===== config.mk =====
export PLATFORM = sky130hd
export DESIGN_NAME = i2s_rx_flat
export DESIGN_NICKNAME = d
export VERILOG_FILES = /design/src/rtl/i2s_rx_if.sv /design/src/rtl/i2s_rx.sv /design/src/flat_wrapper.sv
export SDC_FILE = /design/constraint.sdc
export NUM_CORES = 1
export LEC_CHECK = 0
export CORE_ASPECT_RATIO = 0.7
export CORE_MARGIN = 3
export CORE_UTILIZATION = 35
export CTS_BUF_LIST = sky130_fd_sc_hd__clkbuf_2 sky130_fd_sc_hd__clkbuf_4 sky130_fd_sc_hd__clkbuf_8
export CTS_CLUSTER_DIAMETER = 30
export DETAILED_ROUTE_END_ITERATION = 10
export MAX_ROUTING_LAYER = met4
export PLACE_DENSITY = 0.65
export SLEW_MARGIN = 10
export SYNTH_ARGS = -nofsm -noshare
export SYNTH_HDL_FRONTEND = slang
export SYNTH_SLANG_ARGS = --single-unit

===== constraint.sdc =====
create_clock -name i_clk_12_288 -period 4 [get_ports i_clk_12_288]
set_input_delay 0.6 -clock i_clk_12_288 [delete_from_list [all_inputs] [get_ports i_clk_12_288]]
set_output_delay 0.6 -clock i_clk_12_288 [all_outputs]
set_load 0.05 [all_outputs]

===== src/rtl/i2s_rx_if.sv =====
// I2S receive bundle: serial pins in, recovered stereo frame out.
//
// Handshake: o_finish is a valid-only strobe with no ready. It is high for
// exactly one i_clk_12_288 cycle when o_audio_l/o_audio_r take a new frame.
// The sink must capture on that cycle. The words then stay stable until the
// next o_finish. o_err is a separate one-cycle strobe with no payload.
interface i2s_rx_if #(
  parameter int DATA_BIT = 24
);
  logic                i_sclk;
  logic                i_lrclk;
  logic                i_sd;
  logic [DATA_BIT-1:0] o_audio_l;
  logic [DATA_BIT-1:0] o_audio_r;
  logic                o_finish;
  logic                o_err;

  // Source of the serial stream (pins) and consumer of the frames.
  modport master (
    output i_sclk, i_lrclk, i_sd,
    input  o_audio_l, o_audio_r, o_finish, o_err
  );

  // The receiver itself.
  modport slave (
    input  i_sclk, i_lrclk, i_sd,
    output o_audio_l, o_audio_r, o_finish, o_err
  );
endinterface


===== src/rtl/i2s_rx.sv =====
// I2S serial-to-parallel receiver in the 12.288 MHz domain.
// SCLK, LRCLK and SD are oversampled through 2-FF synchronisers. Bits are
// captured MSB-first on each detected SCLK rise. The LRCLK change edge
// carries the last bit of the outgoing slot (standard one-bit delay).
// A stereo frame is emitted on the right-to-left change edge.
module i2s_rx #(
  parameter int DATA_BIT = 24
) (
  input  logic       i_clk_12_288,
  input  logic       i_reset,
  i2s_rx_if.slave    bus,
  output logic [1:0] o_state
);

  localparam int CW = $clog2(DATA_BIT + 1);
  localparam logic [CW-1:0] CNT_FULL = CW'(DATA_BIT);
  localparam logic [CW-1:0] CNT_LAST = CW'(DATA_BIT - 1);

  typedef enum logic [1:0] {
    SYNC  = 2'd0,
    LEFT  = 2'd1,
    RIGHT = 2'd2
  } state_t;

  state_t state, state_nxt;

  logic [1:0]          sclk_sync, lrclk_sync, sd_sync;
  logic                sclk_d;
  logic                ws_prev;
  logic [CW-1:0]       cnt;
  logic [DATA_BIT-1:0] shreg;
  logic                left_ok, left_ok_nxt;
  logic [DATA_BIT-1:0] left_hold;

  logic                rise, ws, sd_bit, change;
  logic                slot_done;
  logic [DATA_BIT-1:0] word_shift, word_done;
  logic                hold_left, emit, err_nxt;

  // Bring the asynchronous I2S pins into the system clock domain.
  always_ff @(posedge i_clk_12_288 or posedge i_reset) begin
    if (i_reset) begin
      sclk_sync  <= '0;
      lrclk_sync <= '0;
      sd_sync    <= '0;
      sclk_d     <= 1'b0;
    end else begin
      sclk_sync  <= {sclk_sync[0], bus.i_sclk};
      lrclk_sync <= {lrclk_sync[0], bus.i_lrclk};
      sd_sync    <= {sd_sync[0], bus.i_sd};
      sclk_d     <= sclk_sync[1];
    end
  end

  // Decode SCLK rise, LRCLK change and the word that ends on a change.
  always_comb begin
    rise       = sclk_sync[1] & ~sclk_d;
    ws         = lrclk_sync[1];
    sd_bit     = sd_sync[1];
    change     = rise & (ws != ws_prev);
    word_shift = {shreg[DATA_BIT-2:0], sd_bit};
    // Exact-fit slot takes the change-edge bit; an overlong slot drops it.
    slot_done  = (cnt == CNT_LAST) | (cnt == CNT_FULL);
    word_done  = (cnt == CNT_FULL) ? shreg : word_shift;
  end

  // Shift register, saturating bit counter and previous word select.
  always_ff @(posedge i_clk_12_288 or posedge i_reset) begin
    if (i_reset) begin
      cnt     <= '0;
      shreg   <= '0;
      ws_prev <= 1'b0;
    end else if (rise) begin
      if (change) begin
        cnt     <= '0;
        shreg   <= '0;
        ws_prev <= ws;
      end else if (cnt < CNT_FULL) begin
        shreg <= word_shift;
        cnt   <= cnt + 1'b1;
      end
    end
  end

  // FSM state register.
  always_ff @(posedge i_clk_12_288 or posedge i_reset) begin
    if (i_reset) state <= SYNC;
    else         state <= state_nxt;
  end

  // Next state and frame/error decisions, all taken on a change rise.
  always_comb begin
    state_nxt   = state;
    left_ok_nxt = left_ok;
    hold_left   = 1'b0;
    emit        = 1'b0;
    err_nxt     = 1'b0;
    if (change) begin
      case (state)
        SYNC: begin
          if (!ws) state_nxt = LEFT;
        end
        LEFT: begin
          if (ws) begin
            state_nxt = RIGHT;
            if (slot_done) begin
              hold_left   = 1'b1;
              left_ok_nxt = 1'b1;
            end else begin
              err_nxt     = 1'b1;
              left_ok_nxt = 1'b0;
            end
          end
        end
        RIGHT: begin
          if (!ws) begin
            state_nxt   = LEFT;
            left_ok_nxt = 1'b0;
            if (!slot_done)   err_nxt = 1'b1;
            else if (left_ok) emit    = 1'b1;
          end
        end
        default: state_nxt = SYNC;
      endcase
    end
  end

  // Left word holding, frame outputs and one-cycle strobes.
  always_ff @(posedge i_clk_12_288 or posedge i_reset) begin
    if (i_reset) begin
      left_ok       <= 1'b0;
      left_hold     <= '0;
      bus.o_audio_l <= '0;
      bus.o_audio_r <= '0;
      bus.o_finish  <= 1'b0;
      bus.o_err     <= 1'b0;
    end else begin
      left_ok      <= left_ok_nxt;
      bus.o_finish <= emit;
      bus.o_err    <= err_nxt;
      if (hold_left) left_hold <= word_done;
      if (emit) begin
        bus.o_audio_l <= left_hold;
        bus.o_audio_r <= word_done;
      end
    end
  end

  assign o_state = state;

endmodule


===== src/flat_wrapper.sv =====
// flat-port wrapper written by rule: the top's interface ports become plain ports
module i2s_rx_flat 
#(
  parameter int DATA_BIT = 24
)
  (i_clk_12_288, i_reset, o_state, bus_i_sclk, bus_i_lrclk, bus_i_sd, bus_o_audio_l, bus_o_audio_r, bus_o_finish, bus_o_err);
  i2s_rx_if #(.DATA_BIT(DATA_BIT)) bus_i ();
  input  logic i_clk_12_288;
  input  logic i_reset;
  output logic [1:0] o_state;
  input wire logic [$bits(bus_i.i_sclk)-1:0] bus_i_sclk;
  input wire logic [$bits(bus_i.i_lrclk)-1:0] bus_i_lrclk;
  input wire logic [$bits(bus_i.i_sd)-1:0] bus_i_sd;
  output wire logic [$bits(bus_i.o_audio_l)-1:0] bus_o_audio_l;
  output wire logic [$bits(bus_i.o_audio_r)-1:0] bus_o_audio_r;
  output wire logic [$bits(bus_i.o_finish)-1:0] bus_o_finish;
  output wire logic [$bits(bus_i.o_err)-1:0] bus_o_err;
  assign bus_i.i_sclk = bus_i_sclk;
  assign bus_i.i_lrclk = bus_i_lrclk;
  assign bus_i.i_sd = bus_i_sd;
  assign bus_o_audio_l = bus_i.o_audio_l;
  assign bus_o_audio_r = bus_i.o_audio_r;
  assign bus_o_finish = bus_i.o_finish;
  assign bus_o_err = bus_i.o_err;
  i2s_rx #(.DATA_BIT(DATA_BIT)) u_core (.i_clk_12_288(i_clk_12_288), .i_reset(i_reset), .bus(bus_i), .o_state(o_state));
endmodule

# Yosys cells after proc, flatten, opt, wreduce, memory -nomap -nowiden
# Cells that the tools add are included.
[word_totals]
regBits = 114
input_bits = 5
word_cells = 61
output_inout_bits = 52
[op_classes]
n_mux = 25
n_addsub = 1
bitwise_logic = 4
order_cmp = 1
eq_ne = 8
reduce_logical = 8
[ops]
columns = ["operator", "n"]
rows = [
  ["$mux 24", 3],
  ["$mux 1", 15],
  ["$eq 5x5->1 const B", 2],
  ["$mux 5", 2],
  ["$add 5x1->5 const B", 1],
  ["$lt 5x5->1 const B", 1],
  ["$mux 2", 2],
  ["$ne 2x2->1 const B", 2],
  ["$pmux 1 s2", 2],
  ["$pmux 2 s2", 1],
  ["$reduce_and 2->1", 2],
  ["$reduce_and 4->1", 1],
  ["$reduce_bool 2->1", 2],
  ["$reduce_and 3->1", 1],
  ["$and 1x1->1", 2],
  ["$eq 2x1->1 const B", 1],
  ["$eq 2x2->1 const B", 1],
  ["$logic_not 2->1", 1],
  ["$ne 2x1->1 const B", 1],
  ["$reduce_or 2->1", 1],
  ["$ne 1x1->1", 1],
  ["$not 1->1", 1],
  ["$or 1x1->1", 1],
]

# Depth between registers and ports, before layout
# Gate-level depths: netlist of the first run.
[depth]
depth_word = 6
depth_mapped = 8
ltp_nobuf = 5

# Least setup slack after synthesis of the first run
# Ideal clock, no wire load.
[synth_timing]
path_kind = "reg2reg"
from = "reg u_core.state[0], in the netlist u_core.o_state[0]"
to = "reg u_core.bus.o_audio_l[0]"
setup_slack_ps = 1884
synth_period_minus_slack_ps = 2116
stages_incl_launch_ff = 8
path_buffers = 2
setup_ps = 127
arrival_time_ps = 1989
path_cell_list = "dfrtp_1 inv_1 ha_1 nand2b_1 a2111oi_4 buf_6 buf_6 mux2_1"
[synth_via]
elab_chain_cells = 3
[synth_rtl]
columns = ["item", "line", "rtl"]
rows = [
  ["start, declared", "i2s_rx.sv:25", "state_t state, state_nxt;"],
  ["start signal, assigned", "i2s_rx.sv:88", "else state <= state_nxt;"],
  ["$eq 2x2->1", "i2s_rx.sv:99", "case (state)"],
  ["$mux 1", "i2s_rx.sv:99", ""],
  ["$mux 1", "i2s_rx.sv:98", "if (change) begin"],
  ["end signal, assigned", "i2s_rx.sv:143", "bus.o_audio_l <= left_hold;"],
  ["end, declared", "i2s_rx_if.sv:27", "output o_audio_l, o_audio_r, o_finish, o_err"],
]
# Every way passes these cells.
# A chain may end at the register's enable or synchronous reset.

# Final worst setup path of the first run
[layout_timing]
from = "reg u_core.cnt[0]"
to = "reg u_core.bus.o_audio_r[2]"
[layout_via]
elab_chain_cells = 6
[layout_rtl]
columns = ["item", "line", "rtl"]
rows = [
  ["start, declared", "i2s_rx.sv:30", "logic [CW-1:0] cnt;"],
  ["start signal, assigned", "i2s_rx.sv:80", "cnt <= cnt + 1'b1;"],
  ["$eq 5x5->1, on equally long branches", "i2s_rx.sv:63, i2s_rx.sv:64", ""],
  ["$or 1x1->1", "i2s_rx.sv:63", "slot_done = (cnt == CNT_LAST) | (cnt == CNT_FULL);"],
  ["$mux 1", "i2s_rx.sv:119", "if (!slot_done) err_nxt = 1'b1;"],
  ["$mux 1", "i2s_rx.sv:116", "if (!ws) begin"],
  ["$mux 1", "i2s_rx.sv:99", ""],
  ["$mux 1", "i2s_rx.sv:98", ""],
  ["end signal, assigned", "i2s_rx.sv:144", "bus.o_audio_r <= word_done;"],
  ["end, declared", "i2s_rx_if.sv:27", ""],
]
# Several ways; a longest one is shown, not always the timed one.

==> run summary, run 1 <==
The number of buffer and inverter instances along the worst setup path is 3. The clock tree skew after final layout is 0.0130 ns. For this design the total switching power over the nets is 668 uW. The number of fill cells came out at 1,219. The clock drives 114 sinks. The number of hold buffers added after cts came out at 0.

Entering global routing, the biggest net connects 70 pins. The final weighted congestion in routability-driven placement came out at 0.736. The I/O pin count came out at 57. The cell area that synthesis handed to floorplanning was 0.00493 mm2.

After the last flow step, the layout net total stands at 443. The initial antenna violation count is 0. The net switching share of the total power is 25.8%.

The setup path with the least slack is of type flip-flop to flip-flop. The routed length on met3 is 538 um. Across the run, the number of max-cap violations was 0. The die is 148 um wide.

The internal portion of total power came out at 1920 uW. The final number of setup-violating endpoints is 0. The sum of routed wire segments on met1 is 5660 um. The flip-flop cell with the highest count after synthesis is dfrtp_1. After floorplanning, the core was divided into 35 placement rows.

The fraction of layout cells with a size suffix above 1 is 27.5%. The worst-skew pair later-pin latency is 0.42 ns. The mean cell area of the mapped netlist came out at 13.1 um2. The die footprint is 0.0156 mm2. The leakage power came out at 0.00282 uW. The buffer depth of the longest clock path is 2. The core region is 0.0135 mm2. The final hold violation count came to 0. The total detailed-routing wirelength came out at 10,500 um. The depth of the CTS H-tree is 4. Among all stages on the critical path, the largest delay is contributed by buf_4. The post-detailed-route count of antenna-violating nets is 0.

The synthesized net count came out at 388. The run finished with clean final reports. The average wire per standard cell came out at 16.7 um. Traced cell by cell, the critical path runs through inv_1 -> ha_1 -> nand4b_1 -> buf_4 -> a2111oi_4 -> buf_4 -> mux2_2.

The worst-case setup margin in the final layout came out at 1.57 ns. The hold path depth is 0. Combinational logic burns 10.1% of the power. The sequential fraction of the synthesis area is 57.8%. The logic depth of the worst path, buffers included came out at 7.

The number of warning messages in the yosys log came out at 0. The number of inserted diodes came out at 0. The depth of the worst register-to-register path is 7. The critical path arrival came out at 2.74 ns. The kind of capture point of the worst setup path is a flip-flop.

The highest routing layer actually used is met4. The critical path launch point type is a flip-flop. The period utilization is 60.8%. The post-cts resize count came out at 0.

For this run, the total global-route usage over all layers was measured as 14.5%. The post-route setup TNS is 0 ns. The time the worst path needs with I/O delays and setup came out at 2.43 ns. Of all nets on the critical path, the largest fanout is 30. After detailed routing, the met2 layer carries 4210 um of wire. The total power divided by cell area came out at 427 mW/mm2.

From synthesis to final layout, the design area changed by 22.7%. The number of violations reported at the end of detailed-routing iteration 0 is 242. The relative max-transition margin is 35.0%. Among the stages of the critical path, the cell type that occurs most often is buf_4. The die is 105 um tall. The via count of the first global-routing pass is 3,301. The slew at the pin closest to its max-slew limit is 0.973 ns. At the placement stage, the worst setup path has a slack of 1.55 ns. The initial cell density of the core came out at 36.6%. The number of max-slew violations in the final report is 0.

The count of different cell masters after synthesis is 40. The clock edge transition at the registers on the reported setup and hold paths came out at 0.07 ns. The count of input and output buffers came out at 56.

After synthesis, the share of flip-flops with an asynchronous set or reset is 100%. The post-detailed-route DRC marker count came out at 0. Based on the critical path, the design can be clocked at up to 411 MHz. IR analysis of the VDD net gives a maximum drop of 0.191 mV. Per report_power, the sequential group accounts for 47.2% of the total. Setup repair after global routing left no endpoint under its margin. The number of buffers added by the clock tree synthesis step came out at 17. The total chip power is 2590 uW. The relative contribution of the clock network to total power is 42.7%. The global-route congestion overflow total came out at 0. The number of synthesized flops with an enable pin came out at 0. The final core utilization is 44.9%. Synthesis produced a netlist whose cell count is 377. TritonCTS built the clock tree.

In this run the clock root is driven by a clkbuf_8. Broken down by cell family, the worst path's largest delay share belongs to buffers and inverters. The synthesis-stage register bit count came out at 114. Across all layers, the routed design uses 3,191 vias. The biggest cell delay along the critical path came out at 0.44 ns. The path class of the tightest hold or removal check is flip-flop to flip-flop. The first-pass iteration count of the detailed router is 5.

Using the TritonRoute via totals, the vias-per-cell ratio works out to 5.08. The first global-routing pass estimated 17,400 um of wire. The detailed-placement wirelength estimate came out at 6600 um. For the worst setup path, the data required time is 4.30 ns. After clock tree synthesis, the setup repair step added 0 buffers.
worst reg2reg max path, cell delays in order, from the launching register on:
cell,delay (ns)
dfrtp_1,0.41
inv_1,0.08
ha_1,0.17
nand4b_1,0.18
buf_4,0.30
a2111oi_4,0.35
buf_4,0.44
mux2_2,0.40
metrics by stage:
stage	hold slack [ns]	instances	instance area, um2
after floorplan	0.331	377	4930
after global placement	0.342	598	5650
after detailed placement	0.339	598	5650
after CTS	0.351	628	6050
after global routing	0.356	628	6060
final	0.347	628	6060
cell usage in the layout (no fill, tap or decap), drive strengths merged, types with 4 or more instances in the layout:
cell / n
dfrtp: 114
mux2: 96
clkdlybuf4s50: 56
nand3: 28
a21oi: 28
o21ai: 27
clkbuf: 20
inv: 10
buf: 8
ha: 6
nand2: 5
clkinv: 4
power groups by stage:
stage | Sequential, uW | Combinational, uW | Clock (uW)
6_report | 1220 | 261 | 1110
5_1_grt | 1220 | 289 | 1180
4_1_cts | 1220 | 260 | 1130
3_5_place_dp | 1240 | 258 | 0
3_3_place_gp | 1240 | 248 | 0
2_1_floorplan | 1260 | 154 | 0
sequential cells by signal, indices dropped and copies added, names as in the netlist:
name and cells:
u_core.bus.o_audio_l 24, u_core.bus.o_audio_r 24, u_core.left_hold 24, u_core.shreg 24, u_core.cnt 5, u_core.lrclk_sync 2, u_core.o_state 2, u_core.sclk_sync 2
u_core.sd_sync 2, u_core.bus.o_err 1, u_core.bus.o_finish 1, u_core.left_ok 1, u_core.sclk_d 1, u_core.ws_prev 1
cell usage after synthesis, types with 2 or more instances:
cell type    n  area share, %
o21ai_0     27            2.7
buf_6        3           0.68
mux2_1      20            4.6
nand4_1      2           0.25
clkbuf_1    15            1.1
nor2_1       3           0.23
dfrtp_1    114             58
and2_1       2           0.25
nand2_1      5           0.38
inv_1        9           0.68
mux2_2      76             17
buf_2        5           0.51
a2111oi_0    2           0.36
a41oi_1      2           0.36
nand3_1     28            2.8
nand2b_1     2           0.25
o41ai_1      2           0.36
a21oi_1     28            2.8
buf_4        5           0.76
ha_1         6            1.5
nor2b_1      2           0.25
layout make-up:
cell class                      count  area (um2)  share of cell area [%]
Clock buffer                       20         269                    4.44
Clock inverter                     10         134                    2.21
Inverter                            9        36.3                   0.599
Multi-Input combinational cell    226        1910                    31.6
Sequential cell                   114        2850                    47.1
Tap cell                          185         231                    3.82
Timing Repair Buffer               64         621                    10.2
per-layer routing:
layer / vias up / track usage, %
li1: 1462 / -
met1: 1620 / 22.2
met2: 100 / 18.4
met3: 9 / 3.74
met4: 0 / 4.68
met5: - / -
path summary, 6_finish.rpt:
path	start	endpoint	slack [ns]
max in group asynchronous	i_reset	u_core.bus.o_audio_l[9]$_DFFE_PP0P_	2.43
min reg2reg	u_core.lrclk_sync[0]$_DFF_PP0_	u_core.lrclk_sync[1]$_DFF_PP0_	0.35
min	u_core.lrclk_sync[0]$_DFF_PP0_	u_core.lrclk_sync[1]$_DFF_PP0_	0.35
max	u_core.cnt[0]$_DFFE_PP0P_	u_core.bus.o_audio_r[2]$_DFFE_PP0P_	1.57
min in group asynchronous	i_reset	u_core.left_hold[19]$_DFFE_PP0P_	0.70
max reg2reg	u_core.cnt[0]$_DFFE_PP0P_	u_core.bus.o_audio_r[2]$_DFFE_PP0P_	1.57
cells by family after synthesis:
group / Yosys count / share of synthesized area, %
multiplexers: 96 / 21.9
AND/OR/NAND/NOR: 52 / 6.01
adder cells (fa/ha/maj): 6 / 1.52
flip-flops: 114 / 57.8
buffers and inverters: 37 / 3.78
XOR/XNOR: 2 / 0.355
AO/OA/AOI/OAI: 70 / 8.62
(Power assumes the default switching activity.)
==> run 2, diff against run 1 <==
Clock period 4 ns to 2.4 ns, I/O delays scaled along.
==> run 2 against run 1 <==
Against the previous run: cell area rose by 0.48%; non-clock buffer count is 3 higher; cell count is 0.80% higher; utilization rose by 0.21 points; total power rose by 64%; worst setup slack got worse by 1.4 ns; flip-flop and latch count stayed put; critical path depth down 2; critical endpoint is now u_core.bus.o_audio_r[9]$_DFFE_PP0P_; clock power is 62% higher; via count down 1.2%; routed wire length shrank 1.1%.
==> run summary, run 2 (same netlist as run 1, synthesis figures left out) <==
The leading cell type in the layout, fill and taps excluded is dfrtp_1 (unchanged). The busiest metal layer after global routing was met1 (unchanged). The die width came out at 148 um (unchanged).

The net switching power is 1170 uW (was 668 uW). The y dimension of the die came out at 105 um (unchanged). The initial cell density of the core is 36.6% (unchanged). The depth of the worst register-to-register path is 5 (was 7).

The critical path arrival is 2.50 ns (was 2.74 ns). The met2 usage in global routing is 18.4% (about the same). Unrepaired setup endpoints after global routing: no (unchanged). The die footprint is 0.0156 mm2 (unchanged). The worst-case setup margin in the final layout came out at 0.210 ns (was 1.57 ns). The net switching share of the total power came out at 27.6% (was 25.8%). The capture instance of the worst register-to-register path is u_core.bus.o_audio_r[9]$_DFFE_PP0P_ (was u_core.bus.o_audio_r[2]$_DFFE_PP0P_).

The relative contribution of the clock network to total power is 42.3% (was 42.7%). The worst ir drop on vdd is 0.376 mV (was 0.191 mV). The time the worst path needs with I/O delays and setup is 2.19 ns (was 2.43 ns).

The number of placement rows came out at 35 (unchanged). The final number of setup-violating endpoints is 0 (unchanged). The post-route setup TNS came out at 0 ns (unchanged).

The biggest cell delay along the critical path is 0.42 ns (was 0.44 ns). The critical path launch point type was a flip-flop (unchanged). The I/O pin count is 57 (unchanged). The final hold violation count came out at 0 (unchanged).

The largest fanout on the critical path is 28 (was 30). The buffer depth of the longest clock path is 2 (unchanged). The number of max-cap violations was 0 (unchanged). The kind of capture point of the worst setup path is a flip-flop (unchanged). The root cell of the clock tree is clkbuf_8 (unchanged).

The post-detailed-route count of antenna-violating nets is 0 (unchanged). The detailed-placement wirelength estimate came out at 6480 um (was 6600 um). The worst endpoint required time came to 2.71 ns (was 4.30 ns). The clock sink count came out at 114 (unchanged). The post-detailed-route DRC marker count was 0 (unchanged). The maximum number of pins on one net before global-route repair came out at 115 (was 70). The global-route total usage across every layer came to 14.5% (about the same). The register-to-register path setup slack is 0.21 ns (was 1.57 ns). The global-route met1 utilization is 21.6% (was 22.2%).

The highest clock frequency the design can meet came to 457 MHz (was 411 MHz). The first-pass iteration count of the detailed router is 4 (was 5). The leakage power was 0.00282 uW (about the same). The post-CTS setup buffer count came out at 0 (unchanged). The total chip power came out at 4250 uW (was 2590 uW). Outcome: finished, final reports clean (unchanged). The final-stage net count is 446 (was 443). The path category of the worst min-delay check is flip-flop to flip-flop (unchanged). The clock tree from TritonCTS is yes (unchanged). The period utilization is 91.3% (was 60.8%). The layout-stage area growth over the synthesis result is 23.3% (was 22.7%).

The relative max-transition margin is 47.1% (was 35.0%). The number of hold buffers added after cts came out at 0 (unchanged). The global-route track usage on met3 was 4.94% (was 3.74%). The global-route congestion overflow total was 0 (unchanged).

The via count of the first global-routing pass was 3,261 (was 3,301). The portion of total power attributed to sequential cells is 47.8% (was 47.2%). The total number of vias is 3,152 (was 3,191).

The fraction of layout cells with a size suffix above 1 is 28.3% (was 27.5%). The area of the core is 0.0135 mm2 (unchanged). The post-cts resize count came out at 0 (unchanged). The depth of the CTS H-tree is 4 (unchanged). The slew at the pin closest to its max-slew limit is 0.794 ns (was 0.973 ns).

The clock edge transition at the registers on the reported setup and hold paths came out at 0.08 ns (was 0.07 ns). The critical setup path kind is flip-flop to flip-flop (unchanged). The total power divided by cell area is 699 mW/mm2 (was 427 mW/mm2).

The average wire per standard cell is 16.4 um (was 16.7 um). The combinational fraction of design power came to 9.9% (was 10.1%). The internal portion of total power came out at 3080 uW (was 1920 uW). The start point of the critical path is u_core.cnt[0]$_DFFE_PP0P_ (unchanged). The detailed-route vias per instance is 4.98 (was 5.08). The wire length of the first global-routing pass is 17,600 um (was 17,400 um). The timing endpoint of the critical path is u_core.bus.o_audio_r[9]$_DFFE_PP0P_ (was u_core.bus.o_audio_r[2]$_DFFE_PP0P_). The number of buffers added by the clock tree synthesis step came out at 17 (unchanged). The clock tree skew after final layout came to 0.0142 ns (was 0.0130 ns). The worst-skew pair later-pin latency came out at 0.42 ns (about the same).

Most frequent cells in the layout: dfrtp_1, mux2_2, clkdlybuf4s50_1 (unchanged). The number of violations reported at the end of detailed-routing iteration 0 came out at 229 (was 242). The initial antenna violation count came out at 0 (unchanged). The slowest stage cell on the critical path was buf_4 (unchanged).

The final weighted congestion in routability-driven placement is 0.774 (was 0.736). The worst setup slack before clock tree synthesis came to 0.213 ns (was 1.55 ns). The total detailed-routing wirelength came out at 10,400 um (was 10,500 um). The number of max-slew violations in the final report is 0 (unchanged). The count of input and output buffers is 56 (unchanged). The worst flop-to-flop path startpoint is u_core.cnt[0]$_DFFE_PP0P_ (unchanged). The number of inserted diodes is 0 (unchanged).

Critical path cell sequence: ha_1 -> nand4b_4 -> a2111oi_4 -> buf_4 -> mux2_2 (was inv_1 -> ha_1 -> nand4b_1 -> buf_4 -> a2111oi_4 -> buf_4 -> mux2_2).
[run 2: changes by cell type in the layout (fill, tap and decap cells not counted), sizes merged]
cell / before / now
buf: 8 / 11
bufinv: 3 / 2
clkbuf: 20 / 18
clkinvlp: 2 / 5
inv: 10 / 12
[run 2: power by group through the flow]
stage	clock [uW]	combinational (uW)	sequential, uW
2_1_floorplan	0	257	2110
3_3_place_gp	0	415	2070
3_5_place_dp	0	422	2070
4_1_cts	1850	425	2030
5_1_grt	1940	478	2040
6_report	1800	423	2030
[run 2: worst min-delay path by stage]
stage / endpoint / startpoint / slack, ns / depth (start not counted)
finish: u_core.sd_sync[1]$_DFF_PP0_ / u_core.sd_sync[0]$_DFF_PP0_ / 0.36 / 0
CTS: u_core.sd_sync[0]$_DFF_PP0_ / bus_i_sd / 0.34 / 1
global route: u_core.sd_sync[0]$_DFF_PP0_ / bus_i_sd / 0.34 / 1
floorplan: u_core.lrclk_sync[1]$_DFF_PP0_ / u_core.lrclk_sync[0]$_DFF_PP0_ / 0.33 / 0
global placement: u_core.sclk_sync[1]$_DFF_PP0_ / u_core.sclk_sync[0]$_DFF_PP0_ / 0.34 / 0
detailed placement: u_core.lrclk_sync[1]$_DFF_PP0_ / u_core.lrclk_sync[0]$_DFF_PP0_ / 0.34 / 0
[run 2: layout make-up]
type | count | area (um2)
clock buffer | 18 | 248
clock inverter | 14 | 153
fill | 1258 | 7400
inverter | 9 | 37.5
multi-input combinational | 226 | 1910
sequential | 114 | 2850
tap | 185 | 231
timing repair buffer | 67 | 656
[run 2: per-layer routing]
layer  share of wire (%)  wire [um]
met4                0.58         60
met1                  53       5480
met3                 6.6        682
met5                   0          0
met2                  40       4150
[run 2: per-stage QoR]
stage / hold WS [ns] / area (um2) / utilization (%) / instances
2_1_floorplan: 0.331 / 4940 / - / 377
3_3_place_gp: 0.340 / 5690 / 42.2 / 601
3_5_place_dp: 0.339 / 5690 / 42.2 / 601
4_1_cts: 0.343 / 6090 / 45.1 / 633
5_1_grt: 0.345 / 6090 / 45.1 / 633
6_report: 0.356 / 6090 / 45.1 / 633
[run 2: worst max-delay path: cells and delay by family (launching register included)]
family | cells | cell delay, ns
DFF | 1 | 0.39
adders and majority gates | 1 | 0.30
AOI/OAI and AO/OA | 1 | 0.39
and+or+nand+nor | 1 | 0.18
muxes | 1 | 0.39
buffers and inverters | 1 | 0.42
==> run 3, diff against run 2 <==
Settings changed: CORE_UTILIZATION 35 to 55, DONT_BUFFER_PORTS set to 1, PLACE_DENSITY 0.65 to 0.81.
==> run 3 against run 2 <==
Against the previous run: utilization rose by 20 points; combinational power barely moved; sequential share of layout area rose by 4.3 points; highest routed layer unchanged; critical path depth rose by 2; via count fell by 5.3%; total power rose by 5.4%; cell count fell by 18%.
==> run summary, run 3 (same netlist as run 1, synthesis figures left out) <==
Outcome: finished, final reports clean (unchanged). The detailed-placement wirelength estimate was 6140 um (was 6480 um). The net switching share of the total power is 25.3% (was 27.6%). The total detailed-routing wirelength came out at 9500 um (was 10,400 um). The root cell of the clock tree is clkbuf_8 (unchanged). The highest clock frequency the design can meet is 455 MHz (was 457 MHz). The number of fill cells is 617 (was 1,258). The total number of vias was 2,986 (was 3,152). The worst hold path endpoint was u_core.lrclk_sync[1]$_DFF_PP0_ (was u_core.sd_sync[1]$_DFF_PP0_). The worst endpoint required time came out at 2.70 ns (was 2.71 ns). The path category of the worst min-delay check is flip-flop to flip-flop (unchanged).

The relative max-transition margin is 45.3% (was 47.1%). Most frequent cells in the layout: dfrtp_1, mux2_2, nand3_1, a21oi_1, o21ai_0 (was dfrtp_1, mux2_2, clkdlybuf4s50_1). The y dimension of the die came out at 85.3 um (was 105 um). The worst ir drop on vdd is 0.406 mV (was 0.376 mV). The area of the core came out at 0.00858 mm2 (was 0.0135 mm2). The post-detailed-route DRC marker count came to 0 (unchanged).

The worst hold path startpoint is u_core.lrclk_sync[0]$_DFF_PP0_ (was u_core.sd_sync[0]$_DFF_PP0_). The kind of capture point of the worst setup path is a flip-flop (unchanged). The via count of the first global-routing pass came out at 3,263 (was 3,261). The number of violations reported at the end of detailed-routing iteration 0 was 319 (was 229). The multi-input combinational cell area came out at 0.00191 mm2 (unchanged). The final weighted congestion in routability-driven placement came out at 0.833 (was 0.774). The final hold violation count is 0 (unchanged). The register-to-register path setup slack is 0.20 ns (was 0.21 ns). The critical setup path kind was flip-flop to flip-flop (unchanged). The leakage power came to 0.00270 uW (was 0.00282 uW). The number of buffers added by the clock tree synthesis step came to 17 (unchanged). The die width is 119 um (was 148 um). The net switching power came out at 1130 uW (was 1170 uW).

The final-stage net count came out at 399 (was 446). The depth of the CTS H-tree came out at 4 (unchanged). The post-route setup TNS is 0 ns (unchanged). The relative contribution of the clock network to total power is 45.1% (was 42.3%). The worst-skew pair later-pin latency came out at 0.42 ns (about the same). The global-route total usage across every layer came out at 20.9% (was 14.5%). The maximum number of pins on one net before global-route repair is 51 (was 115).

The slew at the pin closest to its max-slew limit was 0.820 ns (was 0.794 ns). The time the worst path needs with I/O delays and setup was 2.20 ns (was 2.19 ns). The final number of setup-violating endpoints came out at 0 (unchanged). The die footprint is 0.0102 mm2 (was 0.0156 mm2).

The clock edge transition at the registers on the reported setup and hold paths came out at 0.07 ns (was 0.08 ns). The average wire per standard cell came out at 18.2 um (was 16.4 um). The internal portion of total power was 3350 uW (was 3080 uW).

The worst setup slack before clock tree synthesis is 0.212 ns (was 0.213 ns). The global-route congestion overflow total is 0 (unchanged). The number of max-slew violations in the final report came to 0 (unchanged). The initial cell density of the core came out at 57.5% (was 36.6%). The wire length of the first global-routing pass came out at 16,400 um (was 17,600 um). The area taken by flip-flops and latches came out at 0.00285 mm2 (unchanged). The number of placement rows is 28 (was 35). The largest fanout on the critical path came out at 19 (was 28). The critical path launch point type is a flip-flop (unchanged). The number of inserted diodes came to 0 (unchanged). The fraction of layout cells with a size suffix above 1 is 32.9% (was 28.3%). The number of max-cap violations was 0 (unchanged).

The initial antenna violation count came out at 0 (unchanged). The first-pass iteration count of the detailed router came out at 4 (unchanged). The worst flop-to-flop path startpoint was u_core.cnt[0]$_DFFE_PP0P_ (unchanged). The I/O pin count is 57 (unchanged). The layout-stage area growth over the synthesis result is 13.1% (was 23.3%).

The clock tree skew after final layout came out at 0.0124 ns (was 0.0142 ns). The depth of the worst register-to-register path is 7 (was 5). The leading cell type in the layout, fill and taps excluded was dfrtp_1 (unchanged). The detailed-route vias per instance was 5.73 (was 4.98). The post-CTS setup buffer count came to 0 (unchanged).

The post-detailed-route count of antenna-violating nets came out at 0 (unchanged). The clock sink count was 114 (unchanged). The period utilization came out at 91.5% (was 91.3%).

The portion of total power attributed to sequential cells is 45.5% (was 47.8%). The combinational fraction of design power is 9.4% (was 9.9%). The hold path depth came to 0 (unchanged). The capture instance of the worst register-to-register path is u_core.bus.o_audio_r[11]$_DFFE_PP0P_ (was u_core.bus.o_audio_r[9]$_DFFE_PP0P_). The buffer depth of the longest clock path came out at 2 (unchanged).

The worst-case setup margin in the final layout came out at 0.203 ns (was 0.210 ns). The clock tree from TritonCTS is yes (unchanged). The critical path arrival came out at 2.49 ns (was 2.50 ns). The total power divided by cell area came out at 804 mW/mm2 (was 699 mW/mm2). Unrepaired setup endpoints after global routing: no (unchanged). The count of input and output buffers is 0 (was 56).
## run 3: through the flow
step | hold WS [ns] | total power, uW | utilization [%] | instance area [um2] | instances
floorplan | 0.331 | 2360 | - | 4940 | 377
finish | 0.353 | 4490 | 65.0 | 5580 | 521
global placement | 0.288 | 2460 | 59.2 | 5080 | 485
CTS | 0.355 | 4530 | 65.0 | 5580 | 521
global route | 0.366 | 4660 | 65.0 | 5580 | 521
detailed placement | 0.292 | 2490 | 59.2 | 5080 | 485
## run 3: cell type report
cell class,count,area share [%]
Clock buffer,21,5.07
Clock inverter,11,3.14
Inverter,9,0.673
Multi-Input combinational cell,226,34.2
Sequential cell,114,51.1
Tap cell,120,2.69
Timing Repair Buffer,20,3.09
## run 3: timing repair
| item | in CTS | in global routing |
|---|---|---|
| hold buffers | 4 | 0 |
| gates resized for setup | 0 | 0 |
| hold endpoints to repair | 24 | 0 |
## run 3: power by group through the flow
| stage | registers, uW | clock network (uW) | logic, uW |
|---|---|---|---|
| floorplan | 2110 | 0 | 257 |
| global placement | 2070 | 0 | 393 |
| detailed placement | 2070 | 0 | 414 |
| CTS | 2040 | 2070 | 422 |
| global route | 2050 | 2150 | 462 |
| finish | 2040 | 2020 | 420 |
## run 3: worst max-delay path by stage
stage / start / to / slack [ns] / cells past startpoint
2_1_floorplan: u_core.o_state[0]$_DFFE_PP0P_ / u_core.bus.o_audio_l[0]$_DFFE_PP0P_ / 0.28 / 7
3_3_place_gp: u_core.cnt[0]$_DFFE_PP0P_ / u_core.left_hold[1]$_DFFE_PP0P_ / 0.27 / 7
3_5_place_dp: u_core.cnt[0]$_DFFE_PP0P_ / u_core.bus.o_audio_l[20]$_DFFE_PP0P_ / 0.21 / 5
4_1_cts: u_core.cnt[0]$_DFFE_PP0P_ / u_core.bus.o_audio_r[11]$_DFFE_PP0P_ / 0.20 / 7
5_1_grt: u_core.cnt[0]$_DFFE_PP0P_ / u_core.bus.o_audio_r[16]$_DFFE_PP0P_ / 0.08 / 7
6_report: u_core.cnt[0]$_DFFE_PP0P_ / u_core.bus.o_audio_r[11]$_DFFE_PP0P_ / 0.20 / 7
## run 3: critical path, stage by stage, from the launching register on
cell and delay [ns]:
dfrtp_1 0.39, inv_1 0.08, ha_1 0.21, nand4b_1 0.17, buf_4 0.31, buf_4 0.24
mux2_2 0.36, mux2_1 0.30
## run 3: layer usage
metal / vias to the layer above / part of all wire, % / GRT usage (%)
met5: - / 0 / -
met4: 0 / 0.48 / 5.47
met1: 1521 / 46 / 27.7
met2: 87 / 46 / 30.1
li1: 1372 / - / -
met3: 6 / 7.9 / 8.59
